`config.mk`:
```
export PLATFORM = sky130hd
export DESIGN_NAME = seg7_scan_decoder
export DESIGN_NICKNAME = d
export VERILOG_FILES = /design/src/rtl/seg7_scan_decoder.sv
export SDC_FILE = /design/constraint.sdc
export NUM_CORES = 1
export LEC_CHECK = 0
export ABC_AREA = 1
export CAP_MARGIN = 10
export CORE_ASPECT_RATIO = 0.75
export CORE_UTILIZATION = 50
export CTS_BUF_LIST = sky130_fd_sc_hd__clkbuf_4 sky130_fd_sc_hd__clkbuf_8
export DETAILED_ROUTE_END_ITERATION = 7
export PLACE_DENSITY = 0.74
export SYNTH_ARGS = -nofsm -noshare
export SYNTH_HDL_FRONTEND = slang
export SYNTH_SLANG_ARGS = --single-unit
```
`constraint.sdc`:
```
create_clock -name clk -period 3.85 [get_ports clk]
set_clock_uncertainty 0.1 [all_clocks]
set_input_delay 0.385 -clock clk [delete_from_list [all_inputs] [get_ports clk]]
set_output_delay 0.385 -clock clk [all_outputs]
set_load 0.1 [all_outputs]
```
`src/rtl/seg7_scan_decoder.sv`:
```
// Observer for the multiplexed 7-segment scan bus.
// Rebuilds the displayed hex value one complete frame at a time.
module seg7_scan_decoder #(
  parameter int N_DIGITS      = 8,
  parameter int STABLE_CYCLES = 2,
  parameter bit ACTIVE_LOW    = 1'b1
) (
  input  logic                  clk,
  input  logic                  reset,
  input  logic [6:0]            Segments,
  input  logic [N_DIGITS-1:0]   Anodes,
  output logic [4*N_DIGITS-1:0] Value,
  output logic [N_DIGITS-1:0]   DigitValid,
  output logic [N_DIGITS-1:0]   Blank,
  output logic                  FrameValid,
  output logic                  Error
);

  localparam int IW = (N_DIGITS > 1) ? $clog2(N_DIGITS) : 1;
  localparam int CW = $clog2(STABLE_CYCLES + 1);
  localparam logic [CW-1:0] C_ONE = CW'(1);
  localparam logic [CW-1:0] C_MAX = CW'(STABLE_CYCLES);
  localparam logic [N_DIGITS-1:0] A_ONE = N_DIGITS'(1);

  // {valid, blank, nibble}
  function automatic logic [5:0] f_decode(input logic [6:0] p);
    case (p)
      7'h3F:   f_decode = {2'b10, 4'h0};
      7'h06:   f_decode = {2'b10, 4'h1};
      7'h5B:   f_decode = {2'b10, 4'h2};
      7'h4F:   f_decode = {2'b10, 4'h3};
      7'h66:   f_decode = {2'b10, 4'h4};
      7'h6D:   f_decode = {2'b10, 4'h5};
      7'h7D:   f_decode = {2'b10, 4'h6};
      7'h07:   f_decode = {2'b10, 4'h7};
      7'h7F:   f_decode = {2'b10, 4'h8};
      7'h6F:   f_decode = {2'b10, 4'h9};
      7'h77:   f_decode = {2'b10, 4'hA};
      7'h7C:   f_decode = {2'b10, 4'hB};
      7'h39:   f_decode = {2'b10, 4'hC};
      7'h5E:   f_decode = {2'b10, 4'hD};
      7'h79:   f_decode = {2'b10, 4'hE};
      7'h71:   f_decode = {2'b10, 4'hF};
      7'h00:   f_decode = {2'b01, 4'h0};
      default: f_decode = 6'b0;
    endcase
  endfunction

  logic [N_DIGITS-1:0]   r_an;
  logic [6:0]            r_p;
  logic [CW-1:0]         r_cnt;
  logic [4*N_DIGITS-1:0] r_sh_val;
  logic [N_DIGITS-1:0]   r_sh_dv;
  logic [N_DIGITS-1:0]   r_sh_bl;
  logic [N_DIGITS-1:0]   r_seen;
  logic [4*N_DIGITS-1:0] r_value;
  logic [N_DIGITS-1:0]   r_dv;
  logic [N_DIGITS-1:0]   r_bl;
  logic                  r_fv;
  logic                  r_err;

  logic [N_DIGITS-1:0]   w_an;
  logic [6:0]            w_p;
  logic                  w_any;
  logic                  w_one;
  logic                  w_multi;
  logic                  w_match;
  logic                  w_sat;
  logic [CW-1:0]         w_cnt_nxt;
  logic                  w_cap;
  logic [IW-1:0]         w_idx;
  logic [5:0]            w_dec;
  logic [4*N_DIGITS-1:0] w_sh_val;
  logic [N_DIGITS-1:0]   w_sh_dv;
  logic [N_DIGITS-1:0]   w_sh_bl;
  logic [N_DIGITS-1:0]   w_seen;
  logic                  w_frame;
  logic                  w_err;

  assign w_an    = ACTIVE_LOW ? ~Anodes : Anodes;
  assign w_p     = ACTIVE_LOW ? ~Segments : Segments;
  assign w_any   = |w_an;
  assign w_one   = w_any && ((w_an & (w_an - A_ONE)) == '0);
  assign w_multi = w_any && !w_one;

  // The counter saturates so a steady dwell captures exactly once.
  assign w_match   = (r_cnt != '0) && (w_an == r_an) && (w_p == r_p);
  assign w_sat     = (r_cnt == C_MAX);
  assign w_cnt_nxt = w_match ? (w_sat ? r_cnt : r_cnt + C_ONE) : C_ONE;
  assign w_cap     = w_one && (w_cnt_nxt == C_MAX) && !(w_match && w_sat);
  assign w_dec     = f_decode(w_p);

  always_comb begin
    w_idx = '0;
    for (int i = 0; i < N_DIGITS; i++)
      if (w_an[i]) w_idx = IW'(i);
  end

  always_comb begin
    w_sh_val = r_sh_val;
    w_sh_dv  = r_sh_dv;
    w_sh_bl  = r_sh_bl;
    w_seen   = r_seen;
    if (w_cap) begin
      w_sh_val[{w_idx, 2'b00} +: 4] = w_dec[3:0];
      w_sh_dv[w_idx] = w_dec[5];
      w_sh_bl[w_idx] = w_dec[4];
      w_seen = r_seen | w_an;
    end
  end

  assign w_frame = w_cap && (&w_seen);
  assign w_err   = w_multi || (w_cap && !w_dec[5] && !w_dec[4]);

  always_ff @(posedge clk or posedge reset) begin
    if (reset) begin
      r_an     <= '0;
      r_p      <= '0;
      r_cnt    <= '0;
      r_sh_val <= '0;
      r_sh_dv  <= '0;
      r_sh_bl  <= '0;
      r_seen   <= '0;
      r_value  <= '0;
      r_dv     <= '0;
      r_bl     <= '0;
      r_fv     <= 1'b0;
      r_err    <= 1'b0;
    end else begin
      if (w_one) begin
        r_cnt <= w_cnt_nxt;
        r_an  <= w_an;
        r_p   <= w_p;
      end else begin
        r_cnt <= '0;
      end
      r_sh_val <= w_sh_val;
      r_sh_dv  <= w_sh_dv;
      r_sh_bl  <= w_sh_bl;
      r_seen   <= w_frame ? '0 : w_seen;
      r_fv     <= w_frame;
      r_err    <= w_err;
      if (w_frame) begin
        r_value <= w_sh_val;
        r_dv    <= w_sh_dv;
        r_bl    <= w_sh_bl;
      end
    end
  end

  assign Value      = r_value;
  assign DigitValid = r_dv;
  assign Blank      = r_bl;
  assign FrameValid = r_fv;
  assign Error      = r_err;

endmodule

```
# Word-level counts from Yosys, hierarchy flattened
# Index checks and enable logic that the tools add are counted.
# word_totals
regBits,123
# classes
add_sub_neg,3
n_lt_le_gt_ge,2
eq_ne,20
n_shift,2
muxes,21
n_bitwise,4
reduce_logical,21
# ops
operator,count
$pmux 6 s17,1
$eq 7x7->1 const B,12
$bwmux 32,1
$mux 32,1
$mux 8,4
$shift 4x7->32 const A,1
$shiftx 4x7->32,1
$mux 3,6
$bwmux 8,2
$eq 7x3->1 const B,2
$eq 7x6->1 const B,2
$logic_and 1x1->1,11
$and 8x8->8,1
$eq 8x8->1,1
$logic_not 8->1,1
$not 8->8,1
$or 8x8->8,1
$reduce_and 8->1,1
$reduce_or 8->1,1
$sub 8x1->8 const B,1
$eq 7x7->1,1
$logic_not 7->1,1
$neg 5->7,1
$not 7->7,1
other kinds (10),17

# Longest topological paths before layout
# logic_depth
word_depth,14
depth_mapped,19
depth_no_buf,18

# Worst setup path before layout
# Ideal clock, no wire load.
# synth_path
path_kind,input port to flip-flop
from,input port Anodes[1]
to,"register r_value[20], in the netlist Value[20]"
t_arrival_ns,2.523
t_required_ns,3.628
slack_ns,1.105
path_stages,19
path_buffers,3
path_cell_list,buf_2 inv_1 nand2_1 nand2_1 nand2_1 nand2_1 a21oi_2 ha_1 ha_1 clkbuf_1 inv_1 clkbuf_1 nand2_1 nand2_1 o21ai_0 nand2_1 nand2_1 nand4_1 nand2_1
# synth_between
elab_chain_len,12
word_cells_on_any_way,31
cone_classes,add/sub: 2; eq/ne: 2; shift: 2; mux: 11; bitwise: 3; reduce/logical: 11
# synth_lines
item,line_no,text
"start, declared",11,"input logic [N_DIGITS-1:0] Anodes,"
$not 8->8 (*),80,assign w_an = ACTIVE_LOW ? ~Anodes : Anodes;
$mux 1,96,if (w_an[i]) w_idx = IW'(i);
$mux 3 (6 in a row),96,
$neg 5->7,105,"w_sh_val[{w_idx, 2'b00} +: 4] = w_dec[3:0];"
$shiftx 4x7->32 or $shift 4x7->32 (tied branches),105,
$bwmux 32,105,
$mux 32 (*),104,if (w_cap) begin
net w_sh_val[20],73,logic [4*N_DIGITS-1:0] w_sh_val;
"end signal, assigned",144,r_value <= w_sh_val;
"end, declared",56,logic [4*N_DIGITS-1:0] r_value;
# The timed path passes the listed nets; every way through them passes the cells marked *.
# A chain may end at the register's enable or synchronous reset.

# Final worst setup path
# layout_path
from,input port Anodes[1]
to,"register r_value[25], in the netlist Value[25]"
# The elaborated chain is that of the path after synthesis.

==> impl_metrics.env <==
export IMPL_outcome="finished, final reports clean"
export IMPL_diodes=0
export IMPL_synthCells=902
export IMPL_hold_viol_final=0
export IMPL_avgRoutedWirePerCell_um=14.2
export IMPL_fin_setup_tns_ps=0
export IMPL_grt_max_degree=56
export IMPL_cts_buffer_depth=2
export IMPL_cts_clk_slew_worst_paths_ps=80
export IMPL_io_pins=67
export IMPL_die_w_um=134
export IMPL_drc=0
export IMPL_dp_hpwl_mm=11.2
export IMPL_cts_hold_buf=0
export IMPL_fin_crit_ps=3130
export IMPL_start_util_pct=52.2
export IMPL_root_buffer="clkbuf_8"
export IMPL_worst_setup_path_type="in2reg"
export IMPL_crit_path_max_incr_delay_ps=720
export IMPL_period_share_pct=81.2
export IMPL_setup_viol=0
export IMPL_drt_vias_per_instance=5.24
export IMPL_routed_wl_mm=16.1
export IMPL_grt_pass1_wl_mm=26.9
export IMPL_slew_headroom_pct=34.9
export IMPL_cts_sinks=123
export IMPL_syn_area_per_cell_um2=7.25
export IMPL_htreeDepth=4
export IMPL_worstPathRequired_ps=4080
export IMPL_ys_ff_latch=123
export IMPL_grt_overflow_total=0
export IMPL_cts_resized=0
export IMPL_grt_met1_usage_pct=38.5
export IMPL_nets=980
export IMPL_syn_nets=923
export IMPL_end_kind="register"
export IMPL_die_area_um2=13600
export IMPL_gr_usage_met3_pct=5.43
export IMPL_synth_top_area_share_pct=47.0
export IMPL_hold_path_class="in2async"
export IMPL_grt_busiest_layer="met1"
export IMPL_cp_cell_sequence="clkdlybuf4s50_1 > inv_1 > nand2_1 > nand2_1 > nand2_1 > nand2_1 > a21oi_2 > ha_1 > ha_1 > inv_1 > o211ai_1 > nor2_1 > nand3_1 > o21ai_0 > inv_1 > nand4_1 > nand2_1"
export IMPL_grt_usage_pct=25.4
export IMPL_p_leak_nw=4.15
export IMPL_met2_usage_pct=36.3
export IMPL_crit_fanout=11
export IMPL_crit_reg2reg_launch="r_cnt[1]$_DFF_PP0_"
export IMPL_synth_seq_area_share_pct=47.0
export IMPL_yosys_warnings=0
export IMPL_grt_setup_unrepaired="false"
export IMPL_first_iter_violations=470
export IMPL_gp_congestion=0.905
export IMPL_crit_slowest_cell="clkdlybuf4s50_1"
export IMPL_pre_cts_ws_ps=314
export IMPL_grt_pass1_vias=5400
export IMPL_startpoint_type="primary input"
export IMPL_first_pass_iters=5
export IMPL_post_cts_setup_buffer_count=0
export IMPL_syn_area_um2=6540
export IMPL_max_freq_ghz=0.320
export IMPL_final_common_cell="nand2_1"
export IMPL_port_buffers=66
export IMPL_cts_buffers=17
export IMPL_critPathMostFrequentCell="nand2_1"
export IMPL_antenna_left=0
export IMPL_insertion_delay_ps=450
export IMPL_r2r_end="Value[5]$_DFFE_PP0P_"
export IMPL_slew_viol_final=0
export IMPL_antenna_found_initial=0
export IMPL_power_density_nw_per_um2=375
export IMPL_r2r_slack_ps=920
export IMPL_tightest_slew_ps=974
export IMPL_synth_distinct_cells=30
export IMPL_irDropWorstVdd_v=0.000241
export IMPL_area_delta_synth_final_pct=18.5
export IMPL_drive_above_1_share_pct=7.92
export IMPL_hold_worst_slack_ps=318
export IMPL_setup_ws_ps=722
export IMPL_yosysTopAreaCell="dfrtp_1"
export IMPL_cts_tree="yes"
export IMPL_die_y_um=101
export IMPL_rows=35
export IMPL_critical_path_arrival_ps=3360
export IMPL_drv_cap=0
export IMPL_vias=5966
export IMPL_synthTopCellsByArea="dfrtp_1 (47%), nand2_1 (22%), nand4_1 (6.4%)"
export IMPL_fp_coreArea_um2=12500
export IMPL_layout_common_cells="nand2_1 (389), dfrtp_1 (123), nor2_1 (76)"
export IMPL_ff2ff_path_depth=18
[Yosys cell counts]
cell type	instances
nand2_1	389
dfrtp_1	123
nor2_1	76
nand4_1	67
inv_1	59
o21ai_0	44
nand3_1	38
clkbuf_1	17
buf_2	16
inv_2	12
buf_6	7
nor3_1	7
a21oi_1	6
buf_4	5
ha_1	4
nand3_2	4
nand3b_1	4
nor2_2	4
o21ai_1	4
nand2_2	3
xor2_1	3
a21oi_2	2
and2_1	1
clkinv_1	1
nand3_4	1
nor2_4	1
o211ai_1	1
o21a_1	1
o311ai_0	1
xnor2_1	1
[sequential cells by signal, summed over array words and instances, names as in the netlist]
name / cells
FrameValid: 1
Value: 32
Blank: 8
DigitValid: 8
r_sh_bl: 8
r_p: 7
r_seen: 8
r_sh_val: 32
r_cnt: 2
Error: 1
r_an: 8
r_sh_dv: 8
[power breakdown]
group          internal [mW]  switching [mW]  leakage (nW)  total, mW
logic                 0.0980           0.197          2.28      0.295
registers               1.33          0.0388          1.64       1.37
clock network          0.699           0.543         0.220       1.24
[worst max-delay path, delay by kind of cell]
| kind | cells | cell delay (ps) |
|---|---|---|
| AOI/OAI and AO/OA | 3 | 570 |
| buffers and inverters | 4 | 1160 |
| and+or+nand+nor | 8 | 820 |
| adders and majority gates | 2 | 390 |
[layout make-up]
type	count	area (µm²)
clock buffer	20	275
multi-input combinational	662	2950
sequential	123	3080
clock inverter	12	160
tap	166	208
inverter	72	273
timing repair buffer	83	813
fill	1179	4770
[metrics by stage]
step	cells	power, mW	utilization, %	area, µm²
global placement	1106	1.68	58.4	7320
floorplan	902	1.60	-	6540
detailed placement	1106	1.68	58.4	7320
finish	1138	2.91	61.9	7750
global route	1138	3.04	61.9	7750
CTS	1138	2.92	61.9	7750
[logic make-up (layout without fill, tap and decap cells)]
family | after synthesis | in the layout | share of synthesized area, %
fa+ha+maj | 4 | 4 | 0.765
xor+xnor | 4 | 4 | 0.535
buf+inv | 117 | 187 | 8.11
compound gates | 59 | 59 | 4.76
flops | 123 | 123 | 47.0
simple gates | 595 | 595 | 38.8
[routing by layer]
| layer | wire length [µm] | share of wire, % | vias up |
|---|---|---|---|
| met5 | 0 | 0 | - |
| met4 | 179 | 1.1 | 0 |
| met3 | 1040 | 6.5 | 19 |
| met2 | 6440 | 40 | 210 |
| met1 | 8470 | 53 | 2745 |
| li1 | - | - | 2992 |
[worst max path at each step]
| stage | endpoint | depth (start not counted) | slack [ps] | startpoint |
|---|---|---|---|---|
| final | Value[25]$_DFFE_PP0P_ | 17 | 720 | Anodes[1] |
| after detailed placement | Value[25]$_DFFE_PP0P_ | 16 | 310 | Anodes[1] |
| after global routing | Value[25]$_DFFE_PP0P_ | 17 | 390 | Anodes[1] |
| after CTS | Blank[0]$_DFFE_PP0P_ | 18 | 770 | Anodes[1] |
| after floorplan | Blank[0]$_DFFE_PP0P_ | 1 | 90 | reset |
| after global placement | Value[26]$_DFFE_PP0P_ | 17 | 340 | Anodes[1] |
Power figures use the tool's default switching activity.
